## config.mk

```make
export PLATFORM = sky130hd
export DESIGN_NAME = param_counter
export DESIGN_NICKNAME = d
export VERILOG_FILES = /design/src/rtl/param_counter.sv
export SDC_FILE = /design/constraint.sdc
export NUM_CORES = 1
export LEC_CHECK = 0
export CELL_PAD_IN_SITES_DETAIL_PLACEMENT = 1
export CELL_PAD_IN_SITES_GLOBAL_PLACEMENT = 2
export CORE_MARGIN = 10
export CORE_UTILIZATION = 30
export CTS_BUF_LIST = sky130_fd_sc_hd__clkbuf_4 sky130_fd_sc_hd__clkbuf_8
export DETAILED_ROUTE_END_ITERATION = 10
export PLACE_DENSITY_LB_ADDON = 0.1
export SLEW_MARGIN = 0
export SYNTH_ARGS = -nofsm -noshare
export SYNTH_HDL_FRONTEND = slang
export SYNTH_SLANG_ARGS = --single-unit
```

## constraint.sdc

```tcl
create_clock -name clk -period 3.45 [get_ports clk]
set_input_delay 0.5175 -clock clk [delete_from_list [all_inputs] [get_ports clk]]
set_output_delay 0.5175 -clock clk [all_outputs]
set_load 0.03 [all_outputs]
```

## src/rtl/param_counter.sv

```systemverilog
// Parameterised up/down counter with prescaler, wrap/saturate/one-shot modes,
// registered terminal-count pulse and sticky one-shot completion flag.
module param_counter #(
  parameter int WIDTH      = 8,
  parameter int PRESCALE_W = 4
) (
  input  logic                  clk,
  input  logic                  rst_n,
  input  logic                  en,
  input  logic                  dir,
  input  logic [1:0]            mode,
  input  logic                  clr,
  input  logic                  load,
  input  logic [WIDTH-1:0]      load_val,
  input  logic [WIDTH-1:0]      limit,
  input  logic [PRESCALE_W-1:0] prescale,
  output logic [WIDTH-1:0]      count,
  output logic                  tc,
  output logic                  done
);

  typedef enum logic [1:0] {
    MODE_WRAP    = 2'b00,
    MODE_SAT     = 2'b01,
    MODE_ONESHOT = 2'b10,
    MODE_WRAP_ALT = 2'b11
  } mode_e;

  logic [WIDTH-1:0]      r_count;
  logic [PRESCALE_W-1:0] r_presc;
  logic                  r_tc;
  logic                  r_done;

  logic [WIDTH-1:0]      w_count_nxt;
  logic [PRESCALE_W-1:0] w_presc_nxt;
  logic                  w_tc_nxt;
  logic                  w_done_nxt;
  logic                  w_tick;
  logic                  w_at_t;
  logic                  w_oneshot;
  logic [WIDTH-1:0]      w_term;
  logic [WIDTH-1:0]      w_step;
  mode_e                 w_mode;

  always_comb begin
    w_mode    = mode_e'(mode);
    w_oneshot = (w_mode == MODE_ONESHOT);
    w_tick    = en && (r_presc == prescale);
    w_term    = dir ? '0 : limit;
    // Up-counts above limit are treated as already terminal.
    w_at_t    = dir ? (r_count == '0) : (r_count >= limit);
    w_step    = dir ? (r_count - 1'b1) : (r_count + 1'b1);

    w_count_nxt = r_count;
    w_presc_nxt = r_presc;
    w_tc_nxt    = 1'b0;
    w_done_nxt  = r_done && w_oneshot;

    if (clr) begin
      w_count_nxt = '0;
      w_presc_nxt = '0;
      w_done_nxt  = 1'b0;
    end else if (load) begin
      w_count_nxt = load_val;
      w_presc_nxt = '0;
      w_done_nxt  = 1'b0;
    end else if (en) begin
      w_presc_nxt = w_tick ? '0 : (r_presc + 1'b1);
      if (w_tick && !(w_oneshot && r_done)) begin
        if (!w_at_t) begin
          w_count_nxt = w_step;
          w_tc_nxt    = (w_step == w_term);
          if (w_oneshot && w_tc_nxt)
            w_done_nxt = 1'b1;
        end else begin
          unique case (w_mode)
            MODE_SAT:     w_count_nxt = w_term;
            MODE_ONESHOT: w_count_nxt = r_count;
            default:      w_count_nxt = dir ? limit : '0;
          endcase
        end
      end
    end
  end

  always_ff @(posedge clk or negedge rst_n) begin
    if (!rst_n) begin
      r_count <= '0;
      r_presc <= '0;
      r_tc    <= 1'b0;
      r_done  <= 1'b0;
    end else begin
      r_count <= w_count_nxt;
      r_presc <= w_presc_nxt;
      r_tc    <= w_tc_nxt;
      r_done  <= w_done_nxt;
    end
  end

  assign count = r_count;
  assign tc    = r_tc;
  assign done  = r_done;

endmodule

```

### After elaboration in Yosys (flattened, before gate mapping)

Cells that the tools add are included.

* output and inout port bits: 10
* input port bits: 28
* register bits after elaboration: 14

* eq/ne operators: 5
* mux-type cells: 25
* magnitude comparators: 1
* reductions and logical operators: 9
* add/sub/neg operators: 3

Operators with widths (number)
* $mux 8: 8
* $mux 4: 4
* $pmux 8 s2: 1
* $mux 1: 12
* $add 8x1->8 const B: 1
* $eq 8x8->1: 1
* $ge 8x8->1: 1
* $logic_not 8->1: 1
* $sub 8x1->8 const B: 1
* $reduce_bool 3->1: 2
* $add 4x1->4 const B: 1
* $eq 4x4->1: 1
* $logic_and 1x1->1: 4
* $ne 4x4->1 const B: 1
* $reduce_and 3->1: 1
* $eq 2x1->1 const B: 1
* $eq 2x2->1 const B: 1
* $logic_not 1->1: 1

### Logic depth before layout (Yosys ltp)

Gate-level depths: netlist of run 1.

* word-level depth: 10
* mapped depth: 10

### Least setup slack after synthesis of run 1

Ideal clock, no wire load.

* path kind: input -> register
* start: input limit[7]
* end: register r_count[1], in the netlist count[1]
* path buffers: 1
* arrival: 2.670 ns
* slack: 0.706 ns
* cell stages on the path: 10
* required time: 3.376 ns
* cells stage by stage: inv_1 -> ha_1 -> or4_1 -> a221o_1 -> a31oi_4 -> nor2_4 -> o311a_1 -> buf_6 -> or2_4 -> o21ai_2

* word-level cells in the longest chain between the ends: 7
* elaborated cells between the ends (all ways): 9

RTL lines
* start, declared: RTL line 15 `input logic [WIDTH-1:0] limit,`
* $ge 8x8->1 *: RTL line 51 `w_at_t = dir ? (r_count == '0) : (r_count >= limit);`
* $mux 1 *: RTL line 51
* $mux 8: RTL line 70 `if (!w_at_t) begin`
* $mux 8: RTL line 69 `if (w_tick && !(w_oneshot && r_done)) begin`
* $mux 8: RTL line 67 `end else if (en) begin`
* $mux 8: RTL line 63 `end else if (load) begin`
* $mux 8: RTL line 59 `if (clr) begin`
* end signal, assigned: RTL line 93 `r_count <= w_count_nxt;`
* end, declared: RTL line 29 `logic [WIDTH-1:0] r_count;`

Every way passes the cells marked *; elsewhere a longest branch is shown, timed or not. The select of a mux whose other input is x is not followed.
A chain may end at the register's enable or synchronous reset.

### Worst setup path after layout of run 1

* start: input limit[3]
* end: register r_count[6], in the netlist count[6]

Same word-level chain as after synthesis.

==> results by group, run 1 <==
Clock tree
  – Worst-path clk slew: 0.06 ns
  – H-tree Lvls: 1
  – Setup bufs post-CTS: 0
  – Hold_buf cts: 0
  – Clk_lat worst skew: 0.24 ns
  – Clk sink count: 14
  – CTS tree: yes
  – CTS Buffer Depth: 2
  – # resized after CTS: 0
  – Root Buffer: clkbuf_8
  – CTS Buf Count: 3

GRT
  – GRT Max-Usage Layer: met2
  – First-pass GRT wire length: 9070 µm
  – M3 GR Usage: 3.76%
  – Grt ovf: 0
  – Grt met1 use: 16.4%
  – Initial antenna violation count: 0
  – Overall Global Routing Usage: 12.9%
  – Vias in the first global route: 1,735
  – GR Util met2: 21.2%
  – Largest net degree at the start of global routing: 21

Timing
  – Max_slew headroom: 57.2%
  – Max Slew Vio Count: 0
  – Final worst path period share: 92.0%
  – # setup viols final: 0
  – RSZ-0062 raised after global routing: no
  – Worst-margin pin slew: 0.640 ns
  – FMAX: 0.315 GHz
  – Final Hold Fails: 0
  – Setup TNS: 0 ns
  – Period minus WS final: 3.17 ns
  – Clock Skews: 0.00267 ns

Drt
  – Initial DRC Count: 76
  – DRT Wirelength: 5530 µm
  – Routed vias: 1,618
  – Residual DRC count: 0
  – WL/cell: 17.9 µm
  – Final ANT Viol Nets: 0
  – DRT Pass-1 Iters: 4
  – Vias per inst: 5.24

Logic synthesis
  – Post-synth EDFFs: 0
  – Syn_nets: 236
  – Post-synthesis adder-cell area fraction: 12.9%
  – YS warnings: 0
  – Synth Area in XOR/XNOR: 9.00%
  – Synth async-reset ratio: 100%
  – Post-Syn Area: 1610 µm²
  – Compound-cell area share of the yosys netlist: 23.3%
  – Seq cells post-synth: 14
  – Post-Synth Simple-Gate Area: 21.0%
  – Unique masters post-synth: 47
  – Sequential fraction of the synthesis area: 21.7%
  – Prevailing post-synth register cell: dfrtp_1
  – Mapped Avg Cell Area: 8.40 µm²
  – Largest family of logic cells by synthesized area: compound AO/OA/AOI/OAI gates
  – Mapped Cells: 192
  – Mux cell area share after synthesis: 8.15%

Worst setup path
  – Req. time, crit path: 3.62 ns
  – Worst-path fanout max: 7
  – Arrival @ worst endpoint: 3.35 ns
  – Crit Path Class: primary input to flop
  – CP endpoint kind: flop
  – Worst setup SP type: primary input

Placement
  – Post-Place Cells: 306
  – Final HPWL from detailed placement: 4690 µm
  – Post-DP Area: 2140 µm²
  – Routability cong.: 0.877
  – Input/output buffers: 37

Power and ir drop
  – NetSw: 360 µW
  – P_leak: 1.00 nW
  – Seq pwr share: 24.7%
  – PD cells: 391 nW/µm²
  – Combinational power share: 59.7%
  – Overall Power: 853 µW
  – Max rail drop VDD: 0.137 mV
  – Clock Power Share: 15.7%
  – Internal power: 493 µW
  – Sw Ratio: 42.2%

Final layout
  – Inserted Diodes: 0
  – Post-Layout Inst Area: 2180 µm²
  – Area Growth Syn to Fin: 35.2%
  – Number of nets in the layout: 285
  – Post-Layout Cell Count: 309
  – Share of layout cells above drive strength 1: 10.5%

Floorplanning
  – Die area: 8710 µm²
  – I/O pins: 38
  – Chip width: 93.3 µm
  – Die Ht: 93.3 µm
  – Initial Utilization: 31.2%
  – Core box area: 5170 µm²
  – Rows: 26

Worst hold path
  – Hold Crit Class: flop to flop

Job
  – Max-Cap Viols: 0

Status
  – Status: finished, final reports clean
==> routing by layer <==
layer  vias to the layer above  part of all wire, %
met3                         4                  5.1
met1                       784                   46
met2                        29                   48
met5                         -                    0
li1                        801                    -
met4                         0                 0.69
==> power by group through the flow <==
stage,Combinational (mW),Clock [mW],Sequential [mW]
floorplan,0.294,0,0.232
global placement,0.493,0,0.213
detailed placement,0.509,0,0.215
CTS,0.513,0.136,0.212
global route,0.560,0.142,0.214
finish,0.509,0.134,0.210
==> cells in the final DEF, fill, tap and decap left out, types with 2 or more instances in the layout <==
cell and instances:
a221oi_1 2, buf_4 9, ha_1 15, mux2i_1 12
xnor2_1 6, nor3_1 4, a21oi_1 9, nand3_1 9
or4_1 3, nand2_1 23, clkdlybuf4s50_1 37, o21ai_0 10
nand2b_1 2, and2_1 2, a21o_1 7, dfrtp_1 14
clkbuf_8 3, o21ai_2 7, a31oi_1 5, nor4_1 2
nor2_1 11, xor2_1 8, inv_1 12, nor4b_1 2
==> through the flow <==
step / hold slack [ns] / setup WS (ns) / util (%)
final: 0.562 / 0.276 / 42.2
after global routing: 0.584 / 0.0847 / 42.2
after floorplan: 0.222 / 0.706 / -
after detailed placement: 0.555 / 0.00242 / 41.4
after CTS: 0.563 / 0.267 / 42.2
after global placement: 0.555 / 0.129 / 41.4
==> synthesized netlist by cell type (all sizes together), types with 4 or more instances <==
cell type   n  share of area (%)
nand2      23                5.4
nor2       12                3.3
mux2i      12                7.4
inv        12                2.8
a21o        7                3.3
xor2        8                4.3
nand3       9                2.8
xnor2       6                3.3
a31oi       6                3.3
ha         15                 12
a21oi       9                2.8
o21ai      17                6.9
nor3        4                1.2
dfrtp      14                 22
==> worst max-delay path, stage by stage <==
cell	delay (ns)
clkdlybuf4s50_1	0.53
inv_1	0.10
ha_1	0.20
or4_1	0.51
a221o_1	0.30
a31oi_4	0.24
nor2_4	0.10
o311a_1	0.38
or2_4	0.32
o21ai_2	0.15
==> registers in the layout, indices dropped and copies added (netlist names) <==
register / count
done: 1
count: 8
tc: 1
r_presc: 4
==> cell families (layout without fill, tap and decap cells) <==
family / after synthesis / count (layout)
compound gates: 52 / 52
xor+xnor: 15 / 15
fa+ha+maj: 16 / 16
buf+inv: 15 / 62
flops: 14 / 14
mux: 13 / 13
simple gates: 67 / 67
==> final timing paths <==
check	start	endpoint	slack [ns]	cells past startpoint
min reg2reg	done	tc	0.56	1
max reg2reg	count[7]	count[6]	0.69	8
max	limit[3]	count[6]	0.28	10
min	done	tc	0.56	1
min in group asynchronous	rst_n	r_presc[3]	0.67	1
max in group asynchronous	rst_n	count[3]	2.37	1
==> layout make-up <==
type | count | area, µm²
clock buffers | 3 | 41.3
repair buffers | 47 | 458
well taps | 70 | 87.6
inverters | 12 | 45.0
multi-input cells | 163 | 1200
fillers | 612 | 2990
flip-flops and latches | 14 | 350
Note: power is estimated with default switching activity, not from simulation.
==> run 2, diff against run 1 <==
- MAX_ROUTING_LAYER: unset -> met4
==> results by group, run 2 (synthesized netlist as in run 1, its figures left out) <==
GRT
  – Initial antenna violation count: 0 (unchanged)
  – Largest net degree at the start of global routing: 21 (unchanged)
  – Overall Global Routing Usage: 13.2% (+0.38 points)
  – Vias in the first global route: 1,736 (+0.058%)
  – Grt ovf: 0 (unchanged)
  – First-pass GRT wire length: 9070 µm (unchanged)

Power and ir drop
  – P_leak: 1.00 nW (unchanged)
  – Max rail drop VDD: 0.140 mV (+2.2%)
  – Overall Power: 854 µW (+0.15%)
  – PD cells: 392 nW/µm² (+0.15%)

Placement
  – Routability cong.: 0.891 (+1.6%)
  – Final HPWL from detailed placement: 4690 µm (unchanged)
  – Input/output buffers: 37 (unchanged)

Floorplanning
  – Die area: 8710 µm² (unchanged)
  – I/O pins: 38 (unchanged)
  – Chip width: 93.3 µm (unchanged)
  – Initial Utilization: 31.2% (unchanged)
  – Rows: 26 (unchanged)
  – Core box area: 5170 µm² (unchanged)
  – Die Ht: 93.3 µm (unchanged)

Drt
  – Final ANT Viol Nets: 0 (unchanged)
  – WL/cell: 17.9 µm (about the same)
  – Vias per inst: 5.23 (-0.12%)
  – Residual DRC count: 0 (unchanged)
  – DRT Pass-1 Iters: 3 (-1)
  – Initial DRC Count: 65 (-14%)
  – DRT Wirelength: 5540 µm (about the same)
  – Routed vias: 1,616 (-0.12%)

Worst setup path
  – CP endpoint kind: flop
  – Worst setup SP type: primary input
  – Crit Path Class: primary input to flop
  – Req. time, crit path: 3.63 ns (about the same)
  – Worst-path fanout max: 7 (unchanged)
  – Arrival @ worst endpoint: 3.35 ns (about the same)

Timing
  – Final Hold Fails: 0 (unchanged)
  – RSZ-0062 raised after global routing: no
  – Clock Skews: 0.00490 ns (+0.00223 ns)
  – Worst-margin pin slew: 0.635 ns (-0.00499 ns)
  – Max Slew Vio Count: 0 (unchanged)
  – Period minus WS final: 3.17 ns (-0.00424 ns)
  – FMAX: 0.315 GHz (+0.13%)
  – Max_slew headroom: 57.6% (+0.33 points)
  – Setup TNS: 0 ns (unchanged)
  – # setup viols final: 0 (unchanged)
  – Final worst path period share: 91.9% (-0.12 points)

Clock tree
  – CTS Buf Count: 3 (unchanged)
  – Root Buffer: clkbuf_8
  – Hold_buf cts: 0 (unchanged)
  – CTS Buffer Depth: 2 (unchanged)
  – Worst-path clk slew: 0.06 ns (about the same)
  – H-tree Lvls: 1 (unchanged)
  – Clk sink count: 14 (unchanged)
  – Clk_lat worst skew: 0.25 ns (about the same)
  – Setup bufs post-CTS: 0 (unchanged)
  – CTS tree: yes
  – # resized after CTS: 0 (unchanged)

Status
  – Status: finished, final reports clean

Final layout
  – Inserted Diodes: 0 (unchanged)
  – Most frequent cells in the layout: clkdlybuf4s50_1 (37), nand2_1 (23), ha_1 (15), dfrtp_1 (14)
  – Area Growth Syn to Fin: 35.2% (unchanged)
  – Share of layout cells above drive strength 1: 10.5% (unchanged)
  – Number of nets in the layout: 285 (unchanged)
  – Commonest non-fill, non-tap cell in the layout: clkdlybuf4s50_1
  – Max FFs per register: 8 (unchanged)

Job
  – Max-Cap Viols: 0 (unchanged)

Worst hold path
  – Hold Crit Class: flop to flop
[run 2: cell counts in the layout (fill, tap and decap cells not counted)]
No cell type changed its count.
[run 2: critical path, cell delays in order]
cell	delay, ns
clkdlybuf4s50_1	0.53
inv_1	0.10
ha_1	0.20
or4_1	0.51
a221o_1	0.30
a31oi_4	0.24
nor2_4	0.10
o311a_1	0.38
or2_4	0.32
o21ai_2	0.15
[run 2: final timing paths]
check | start | endpoint | slack (ns) | cells past startpoint
setup / recovery | limit[3] | count[6] | 0.28 | 10
hold / removal | done | tc | 0.55 | 1
setup reg to reg | count[7] | count[6] | 0.69 | 8
hold reg to reg | done | tc | 0.55 | 1
max in group asynchronous | rst_n | count[3] | 2.37 | 1
min in group asynchronous | rst_n | count[7] | 0.67 | 1
[run 2: area by class of cell]
| class | count | area, µm² |
|---|---|---|
| Timing Repair Buffer | 47 | 458 |
| Fill cell | 612 | 2990 |
| Tap cell | 70 | 87.6 |
| Inverter | 12 | 45.0 |
| Clock buffer | 3 | 41.3 |
| Multi-Input combinational cell | 163 | 1200 |
| Sequential cell | 14 | 350 |
[run 2: report_power, final]
part | internal (mW) | switching [mW]
logic | 0.236 | 0.273
clock network | 0.0773 | 0.0580
registers | 0.180 | 0.0305
total | 0.493 | 0.361
[run 2: routing by layer]
metal	global-route usage (%)	wire (µm)	vias up
li1	-	-	801
met1	17.0	2660	782
met2	21.2	2640	29
met3	2.72	199	4
met4	2.19	40	0
met5	-	0	-
[run 2: per-stage QoR]
step	hold WS (ns)	cells	instance area [µm²]	worst slack, ns	utilization, %
6_report	0.554	309	2180	0.280	42.2
5_1_grt	0.584	309	2180	0.0847	42.2
4_1_cts	0.563	309	2180	0.267	42.2
3_5_place_dp	0.555	306	2140	0.00242	41.4
3_3_place_gp	0.555	306	2140	0.129	41.4
2_1_floorplan	0.222	192	1610	0.706	-
==> run 3, diff against run 2 <==
- CELL_PAD_IN_SITES_DETAIL_PLACEMENT: 1 -> unset
- CELL_PAD_IN_SITES_GLOBAL_PLACEMENT: 2 -> unset
- CORE_MARGIN: 10 -> 1
- CORE_UTILIZATION: 30 -> 40
- CTS_CLUSTER_SIZE: unset -> 8
- PLACE_DENSITY: unset -> 0.66
- PLACE_DENSITY_LB_ADDON: 0.1 -> unset
==> results by group, run 3 (synthesized netlist as in run 1, its figures left out) <==
Status
  – Status: finished, final reports clean

Drt
  – Initial DRC Count: 82 (+26%)
  – Routed vias: 1,566 (-3.1%)
  – Met2 routed WL: 1790 µm (-32%)
  – DRT Pass-1 Iters: 4 (+1)
  – Wire length on met3: 198 µm (-0.50%)
  – Highest routed metal layer: met4
  – Vias per inst: 5.49 (+5.1%)
  – Residual DRC count: 0 (unchanged)
  – DRT Wirelength: 4110 µm (-26%)
  – WL/cell: 14.4 µm (-20%)
  – Routed met1 length: 2110 µm (-21%)
  – Final ANT Viol Nets: 0 (unchanged)

Worst hold path
  – Hold depth: 1 (unchanged)
  – Hold Crit Class: flop to flop

Floorplanning
  – Die area: 4290 µm² (-51%)
  – Die Ht: 65.5 µm (-30%)
  – Chip width: 65.5 µm (-30%)
  – Rows: 22 (-15%)
  – I/O pins: 38 (unchanged)
  – Core box area: 3770 µm² (-27%)
  – Initial Utilization: 42.8% (+12 points)

Placement
  – Post-DP Area: 2100 µm² (-2.0%)
  – Final HPWL from detailed placement: 3290 µm (-30%)
  – Routability cong.: 0.836 (-6.2%)
  – Post-Place Cells: 282 (-7.8%)
  – Input/output buffers: 37 (unchanged)

Worst setup path
  – Req. time, crit path: 3.62 ns (about the same)
  – Max incr delay on CP: 0.53 ns (about the same)
  – Worst setup SP type: primary input
  – Worst path slowest cell: clkdlybuf4s50_1
  – Crit Path Class: primary input to flop
  – R2R cell count: 8 (unchanged)
  – Critical path cell sequence: clkdlybuf4s50_1 -> inv_1 -> ha_1 -> or4_1 -> a221o_1 -> a31oi_4 -> nor2_4 -> o311a_1 -> or2_4 -> o21ai_2
  – Arrival @ worst endpoint: 3.30 ns (-0.05 ns)
  – CP endpoint kind: flop
  – Worst-path fanout max: 7 (unchanged)

Final layout
  – Post-Layout Inst Area: 2140 µm² (-2.0%)
  – Final Util: 56.7% (+15 points)
  – Post-Layout Cell Count: 285 (-7.8%)
  – Max FFs per register: 8 (unchanged)
  – Inserted Diodes: 0 (unchanged)
  – Most frequent cells in the layout: clkdlybuf4s50_1 (37), nand2_1 (23), ha_1 (15), dfrtp_1 (14)
  – Area Growth Syn to Fin: 32.6%
  – Commonest non-fill, non-tap cell in the layout: clkdlybuf4s50_1
  – Number of nets in the layout: 283 (-0.70%)
  – Share of layout cells above drive strength 1: 9.70% (-0.76 points)

GRT
  – Initial antenna violation count: 0 (unchanged)
  – Largest net degree at the start of global routing: 21 (unchanged)
  – Grt ovf: 0 (unchanged)
  – Vias in the first global route: 1,379 (-21%)
  – First-pass GRT wire length: 6710 µm (-26%)
  – Overall Global Routing Usage: 20.6% (+7.4 points)

Power and ir drop
  – Seq pwr share: 25.5% (+0.9 points)
  – Max rail drop VDD: 0.155 mV (+11%)
  – Overall Power: 817 µW (-4.3%)
  – PD cells: 382 nW/µm² (-2.4%)
  – Clock Power Share: 16.1% (+0.3 points)
  – Sw Ratio: 41.4% (-0.93 points)
  – NetSw: 338 µW (-6.4%)
  – Internal power: 479 µW (-2.7%)
  – P_leak: 0.996 nW (-0.92%)
  – Combinational power share: 58.4% (-1.1 points)

Clock tree
  – Clk_lat worst skew: 0.24 ns (about the same)
  – H-tree Lvls: 1 (unchanged)
  – Clk sink count: 14 (unchanged)
  – Root Buffer: clkbuf_8
  – Setup bufs post-CTS: 0 (unchanged)
  – Hold_buf cts: 0 (unchanged)
  – CTS Buf Count: 3 (unchanged)
  – CTS Buffer Depth: 2 (unchanged)
  – CTS tree: yes
  – # resized after CTS: 0 (unchanged)
  – Worst-path clk slew: 0.05 ns (about the same)

Timing
  – Worst-margin pin slew: 0.657 ns (+0.0229 ns)
  – Final worst path period share: 90.7% (-1.1 points)
  – Setup TNS: 0 ns (unchanged)
  – Max_slew headroom: 56.0% (-1.5 points)
  – FMAX: 0.319 GHz (+1.2%)
  – Max Slew Vio Count: 0 (unchanged)
  – Period minus WS final: 3.13 ns (-0.0391 ns)
  – Final Hold Fails: 0 (unchanged)
  – Clock Skews: 0.00234 ns (-0.00256 ns)
  – RSZ-0062 raised after global routing: no
  – # setup viols final: 0 (unchanged)

Job
  – Max-Cap Viols: 0 (unchanged)
run 3: power groups by stage:
stage	clock network, mW	registers (mW)	logic (mW)
6_report	0.132	0.209	0.477
3_3_place_gp	0	0.212	0.471
4_1_cts	0.134	0.209	0.476
3_5_place_dp	0	0.212	0.472
5_1_grt	0.147	0.211	0.522
2_1_floorplan	0	0.232	0.294
run 3: through the flow:
stage | worst slack (ns) | hold slack, ns
2_1_floorplan | 0.706 | 0.222
4_1_cts | 0.328 | 0.562
3_5_place_dp | 0.0776 | 0.553
5_1_grt | 0.179 | 0.586
6_report | 0.319 | 0.553
3_3_place_gp | 0.140 | 0.555
run 3: critical path, delay by kind of cell:
family,cells,cell delay [ns]
buffers and inverters,2,0.62
adders and majority gates,1,0.21
and+or+nand+nor,3,0.91
AOI/OAI and AO/OA,4,1.05
run 3: cell type report:
| class | count | area, µm² |
|---|---|---|
| Clock buffer | 3 | 41.3 |
| Fill cell | 363 | 1630 |
| Inverter | 12 | 45.0 |
| Multi-Input combinational cell | 163 | 1200 |
| Sequential cell | 14 | 350 |
| Tap cell | 48 | 60.1 |
| Timing Repair Buffer | 45 | 443 |
run 3: final timing paths:
kind,startpoint,endpoint,slack [ns]
max in group asynchronous,rst_n,count[4],2.35
worst max-delay path,limit[7],count[3],0.32
worst min register to register,done,tc,0.55
worst min-delay path,done,tc,0.55
worst max register to register,count[3],count[3],0.77
min in group asynchronous,rst_n,r_presc[3],0.68
run 3: metal layers:
layer  track usage, %  up-vias
li1                 -      799
met1             31.1      723
met2             29.3       42
met3             4.34        2
met4             1.36        0
met5                -        -
